===== src/rtl/tff_count_ctrl_if.sv =====
// Command channel for the toggle-flop counter controller: a valid/ready handshake
// that carries an opcode and a data word (load value or target).
interface tff_count_ctrl_if #(
    parameter int WIDTH = 8
);
    logic             cmd_valid;
    logic             cmd_ready;
    logic [1:0]       cmd_op;
    logic [WIDTH-1:0] cmd_data;

    modport master (output cmd_valid, output cmd_op, output cmd_data, input cmd_ready);
    modport slave  (input cmd_valid, input cmd_op, input cmd_data, output cmd_ready);
endinterface


===== src/rtl/tff_count_ctrl.sv =====
// Sequencer for a bank of toggle flops used as a programmable up/down counter.
// The bank is only ever written as count ^ t_vec, including for LOAD.
module tff_count_ctrl #(
    parameter int WIDTH = 8
) (
    input  logic                clk,
    input  logic                rst,
    tff_count_ctrl_if.slave     cmd,
    input  logic                en,
    output logic [WIDTH-1:0]    t_vec,
    output logic [WIDTH-1:0]    count,
    output logic                busy,
    output logic                done,
    output logic                done_flag
);
    localparam logic [1:0] OP_LOAD  = 2'b00;
    localparam logic [1:0] OP_UP    = 2'b01;
    localparam logic [1:0] OP_DOWN  = 2'b10;
    localparam logic [1:0] OP_STOP  = 2'b11;

    typedef enum logic [1:0] {S_IDLE, S_RUN, S_DONE} state_e;

    state_e           state_q, state_d;
    logic [WIDTH-1:0] count_q;
    logic [WIDTH-1:0] target_q, target_d;
    logic             dir_q, dir_d;          // 0 = up, 1 = down
    logic             done_q, done_d;
    logic             flag_q, flag_d;
    logic [WIDTH-1:0] tvec_c;
    logic             ready_c;
    logic             accept_c;

    // Bit i toggles when every lower bit of c is 1 (ripple carry/borrow chain).
    function automatic logic [WIDTH-1:0] toggle_chain(input logic [WIDTH-1:0] c);
        logic [WIDTH-1:0] t;
        logic             run;
        run = 1'b1;
        for (int i = 0; i < WIDTH; i++) begin
            t[i] = run;
            run  = run & c[i];
        end
        return t;
    endfunction

    always_ff @(posedge clk or negedge rst) begin
        if (!rst) begin
            state_q  <= S_IDLE;
            count_q  <= '0;
            target_q <= '0;
            dir_q    <= 1'b0;
            done_q   <= 1'b0;
            flag_q   <= 1'b0;
        end else begin
            state_q  <= state_d;
            count_q  <= count_q ^ tvec_c;
            target_q <= target_d;
            dir_q    <= dir_d;
            done_q   <= done_d;
            flag_q   <= flag_d;
        end
    end

    always_comb begin
        state_d  = state_q;
        target_d = target_q;
        dir_d    = dir_q;
        done_d   = 1'b0;
        flag_d   = flag_q;
        tvec_c   = '0;
        // While running only STOP may pass; everything else stalls.
        ready_c  = (state_q != S_RUN) || (cmd.cmd_op == OP_STOP);
        accept_c = cmd.cmd_valid && ready_c;

        if (accept_c) begin
            flag_d = 1'b0;
            case (cmd.cmd_op)
                OP_LOAD: begin
                    tvec_c  = count_q ^ cmd.cmd_data;
                    state_d = S_IDLE;
                end
                OP_UP, OP_DOWN: begin
                    target_d = cmd.cmd_data;
                    dir_d    = (cmd.cmd_op == OP_DOWN);
                    state_d  = S_RUN;
                end
                default: state_d = S_IDLE;
            endcase
        end else if (state_q == S_RUN) begin
            if (count_q == target_q) begin
                state_d = S_DONE;
                done_d  = 1'b1;
                flag_d  = 1'b1;
            end else if (en) begin
                tvec_c = dir_q ? toggle_chain(~count_q) : toggle_chain(count_q);
            end
        end
    end

    assign cmd.cmd_ready = ready_c;
    assign t_vec         = tvec_c;
    assign count         = count_q;
    assign busy          = (state_q == S_RUN);
    assign done          = done_q;
    assign done_flag     = flag_q;
endmodule


===== src/flat_wrapper.sv =====
// flat-port wrapper written by rule: the top's interface ports become plain ports
module tff_count_ctrl_flat 
#(
    parameter int WIDTH = 8
)
  (clk, rst, en, t_vec, count, busy, done, done_flag, cmd_cmd_valid, cmd_cmd_op, cmd_cmd_data, cmd_cmd_ready);
  tff_count_ctrl_if #(.WIDTH(WIDTH)) cmd_i ();
  input  logic clk;
  input  logic rst;
  input  logic en;
  output logic [WIDTH-1:0] t_vec;
  output logic [WIDTH-1:0] count;
  output logic busy;
  output logic done;
  output logic done_flag;
  input wire logic [$bits(cmd_i.cmd_valid)-1:0] cmd_cmd_valid;
  input wire logic [$bits(cmd_i.cmd_op)-1:0] cmd_cmd_op;
  input wire logic [$bits(cmd_i.cmd_data)-1:0] cmd_cmd_data;
  output wire logic [$bits(cmd_i.cmd_ready)-1:0] cmd_cmd_ready;
  assign cmd_i.cmd_valid = cmd_cmd_valid;
  assign cmd_i.cmd_op = cmd_cmd_op;
  assign cmd_i.cmd_data = cmd_cmd_data;
  assign cmd_cmd_ready = cmd_i.cmd_ready;
  tff_count_ctrl #(.WIDTH(WIDTH)) u_core (.clk(clk), .rst(rst), .cmd(cmd_i), .en(en), .t_vec(t_vec), .count(count), .busy(busy), .done(done), .done_flag(done_flag));
endmodule

===== config.mk =====
export PLATFORM = sky130hd
export DESIGN_NAME = tff_count_ctrl_flat
export DESIGN_NICKNAME = d
export VERILOG_FILES = /design/src/rtl/tff_count_ctrl_if.sv /design/src/rtl/tff_count_ctrl.sv /design/src/flat_wrapper.sv
export SDC_FILE = /design/constraint.sdc
export NUM_CORES = 1
export LEC_CHECK = 0
export BUFFER_PORTS_ARGS = -buffer_cell sky130_fd_sc_hd__buf_2
export CORE_UTILIZATION = 56
export CTS_CLUSTER_DIAMETER = 80
export DETAILED_ROUTE_END_ITERATION = 10
export HOLD_SLACK_MARGIN = 0.02
export PLACE_DENSITY_LB_ADDON = 0.25
export SLEW_MARGIN = 20
export SYNTH_ARGS = -nofsm -noshare
export SYNTH_HDL_FRONTEND = slang
export SYNTH_SLANG_ARGS = --single-unit

===== constraint.sdc =====
create_clock -name clk -period 4.2 [get_ports clk]
set_input_delay 0.21 -clock clk [delete_from_list [all_inputs] [get_ports clk]]
set_output_delay 0.21 -clock clk [all_outputs]
set_load 0.02 [all_outputs]

==> impl_metrics.ini <==
[run_status]
status = completed

[setup_path]
cp_top_family = compound AO/OA/AOI/OAI gates
crit_path_end_kind = output port
path_buf_inv = 1
cp_max_fo = 15
cp-start-kind = register
crit_slowest_cell = o21ai_1
critPathArrivalTime_ns = 2.42
path_class = register to output port
max_stage_delay_ns = 0.78
reg2reg_slack_ns = 1.98
crit_path_cell_trace = xnor2_1, nand4_1, o21ai_1, o21ai_0, buf_2
cp.required_ns = 3.99

[detailed_routing]
viasPerCell = 5.82
drtIter0Drc = 18
drt_wl_total_mm = 2.73
via_count = 1105
final_antenna_net_count = 0
post-route-drc-count = 0
route.detailed.wl_per_inst_um = 14.4
firstDrtPassIters = 4

[floorplanning]
row_count = 17
die_y_um = 50.3
core_area_um2 = 2210
die_w_um = 50.3
dieArea_um2 = 2530
initial_core_util_pct = 59.0
num_io_pins = 34

[timing]
tns_ns = 0
post-route-min-period_ns = 2.63
fin_worst_skew_ns = 0.00205
maxSlewViolCount = 0
rsz0062_at_grt = no
fmax_ghz = 0.380
setup_viol = 0
fin_crit_sh_pct = 62.7
worst_slew_pin_slew_ns = 0.953
slew_headroom_pct = 36.0
hold_viol_final = 0

[clocking]
clockBufferDepth = 2
clock_latency_ns = 0.30
h-tree-depth = 1
clock_sinks = 20
cts_tree = done
clockRootBuffer = clkbuf_4
cts_buffers = 3
clk_pin_slew_worst_paths_ns = 0.11

[global_routing]
grt_pass1_wl_mm = 4.58
grt_overflow_total = 0
grt_pass1_vias = 1001
antenna_found_initial = 0
grt_usage_pct = 24.3
grt_max_degree = 21

[power]
p_switching_mw = 0.483
p_leak_nw = 0.662
swShare_pct = 44.8
vdd_drop_max_v = 0.000448
comb_power_share_pct = 51.3
pwr_density_cell_nw_per_um2 = 718
p_int_mw = 0.596
power_frac_seq_pct = 38.5
pwr-share-clk_pct = 10.2

[cells_and_area]
final_cells = 190
drive_above_1_share_pct = 32.1
antenna_cells = 0
area_delta_synth_final_pct = 15.1
final_util_pct = 68.0
fin_nets = 180

[logic_synthesis]
synth_cell_types = 36
syn-num-nets = 151
netlist_instances = 134
synth_seq_cells = 20
syn_area_per_cell_um2 = 9.75
synthesis.area_um2 = 1310
post-synth-top-count-cell = dfrtp_1
synth_flop_cell = dfrtp_1
synth_top_area_share_pct = 38.3
yosys.area.top_type = dfrtp_1
synth_commonest_cells = 20 x dfrtp_1, 18 x xnor2_1, 9 x mux2_2, 9 x nand2_1
synth_area_leaders = dfrtp_1 38%, xnor2_1 12%, mux2_2 7.8%
ys_seq_area_share_pct = 38.3
yosysWarnings = 0
synth_async_sr_flop_share_pct = 100
synth-edff-count = 0

[place]
gp_congestion = 0.837
numPortBuffers = 33
hpwl_mm = 2.07
numPlacedInstances = 185

[run]
cap_viol_max_count = 0

[hold_path]
hold_class = input port to register
## path summary, 6_finish.rpt
check                                               start                             end  cells after the start
setup / recovery                u_core.count[0]$_DFF_PN0_                        t_vec[0]                      5
hold / removal                            cmd_cmd_data[6]       u_core.count[6]$_DFF_PN0_                      3
setup reg to reg                u_core.count[0]$_DFF_PN0_       u_core.count[7]$_DFF_PN0_                      5
hold reg to reg            u_core.target_q[7]$_DFFE_PN0P_  u_core.target_q[7]$_DFFE_PN0P_                      1
max in group asynchronous                             rst  u_core.target_q[2]$_DFFE_PN0P_                      2
min in group asynchronous                             rst  u_core.target_q[4]$_DFFE_PN0P_                      2
## state kept, by name, summed over array words and instances (netlist names)
name and flops:
u_core.count 8, u_core.done 1, u_core.dir_q 1, u_core.state_q 1, u_core.done_flag 1, u_core.target_q 8
## final cells by class
| type | instances | area [um^2] |
|---|---|---|
| sequential | 20 | 500 |
| tap | 28 | 35.0 |
| clock buffer | 4 | 36.3 |
| timing repair buffer | 34 | 175 |
| fill | 197 | 708 |
| inverter | 3 | 11.3 |
| multi-input combinational | 101 | 746 |
## worst reg2reg max path, delay by kind of cell (launching register included)
kind                      cells  cell delay, ns
AOI/OAI and AO/OA             3            1.20
xor gates and xnor gates      1            0.24
and+or+nand+nor               1            0.18
DFF                           1            0.51
## power groups by stage
stage               registers (mW)  clock network (mW)  logic [mW]
floorplan                    0.398                   0       0.443
finish                       0.415               0.111       0.554
global placement             0.408                   0       0.541
detailed placement           0.416                   0       0.553
global route                 0.434               0.120       0.606
CTS                          0.412               0.113       0.557
## routing by layer
metal / routed length, um / up-vias / GRT usage [%] / share of wire, %
li1: - / 538 / - / -
met1: 1290 / 541 / 32.6 / 47
met2: 1340 / 22 / 40.4 / 49
met3: 64 / 4 / 1.82 / 2.3
met4: 34 / 0 / 9.72 / 1.2
met5: 0 / - / 0 / 0
## logic make-up (layout without fill, tap and decap cells)
family / count (synthesis) / count (layout) / synth area share (%)
AOI/OAI and AO/OA: 33 / 33 / 17.7
muxes: 11 / 11 / 9.29
buffers and inverters: 13 / 41 / 4.60
DFF: 20 / 20 / 38.3
and+or+nand+nor: 36 / 36 / 15.1
xor gates and xnor gates: 18 / 18 / 12.1
adders and majority gates: 3 / 3 / 2.87
## cell usage in the layout, fill, tap and decap left out, types with 4 or more instances in the layout
master and count:
a21oi_1 7, o21ai_0 5, o22ai_1 4, nor2_1 7
and3_1 4, dfrtp_1 20, o211ai_1 6, mux2_2 9
buf_2 33, xnor2_1 18, nand2_1 9
## metrics by stage
| step | total power [mW] | setup WS, ns | hold WS [ns] | cell area [um^2] |
|---|---|---|---|---|
| after floorplan | 0.841 | 2.10 | -0.0856 | 1310 |
| after global placement | 0.949 | 2.04 | 0.182 | 1460 |
| after detailed placement | 0.970 | 1.93 | 0.185 | 1460 |
| after CTS | 1.08 | 1.59 | 0.171 | 1500 |
| after global routing | 1.16 | 1.35 | 0.176 | 1500 |
| final | 1.08 | 1.57 | 0.172 | 1500 |
## timing repair
item                                    CTS  global route
hold buffers                              1             0
endpoints found under the setup margin    0             0
buffers inserted                          0             0
endpoints found under the hold margin    20             0
resized for setup                         0             0
Power figures use the tool's default switching activity.
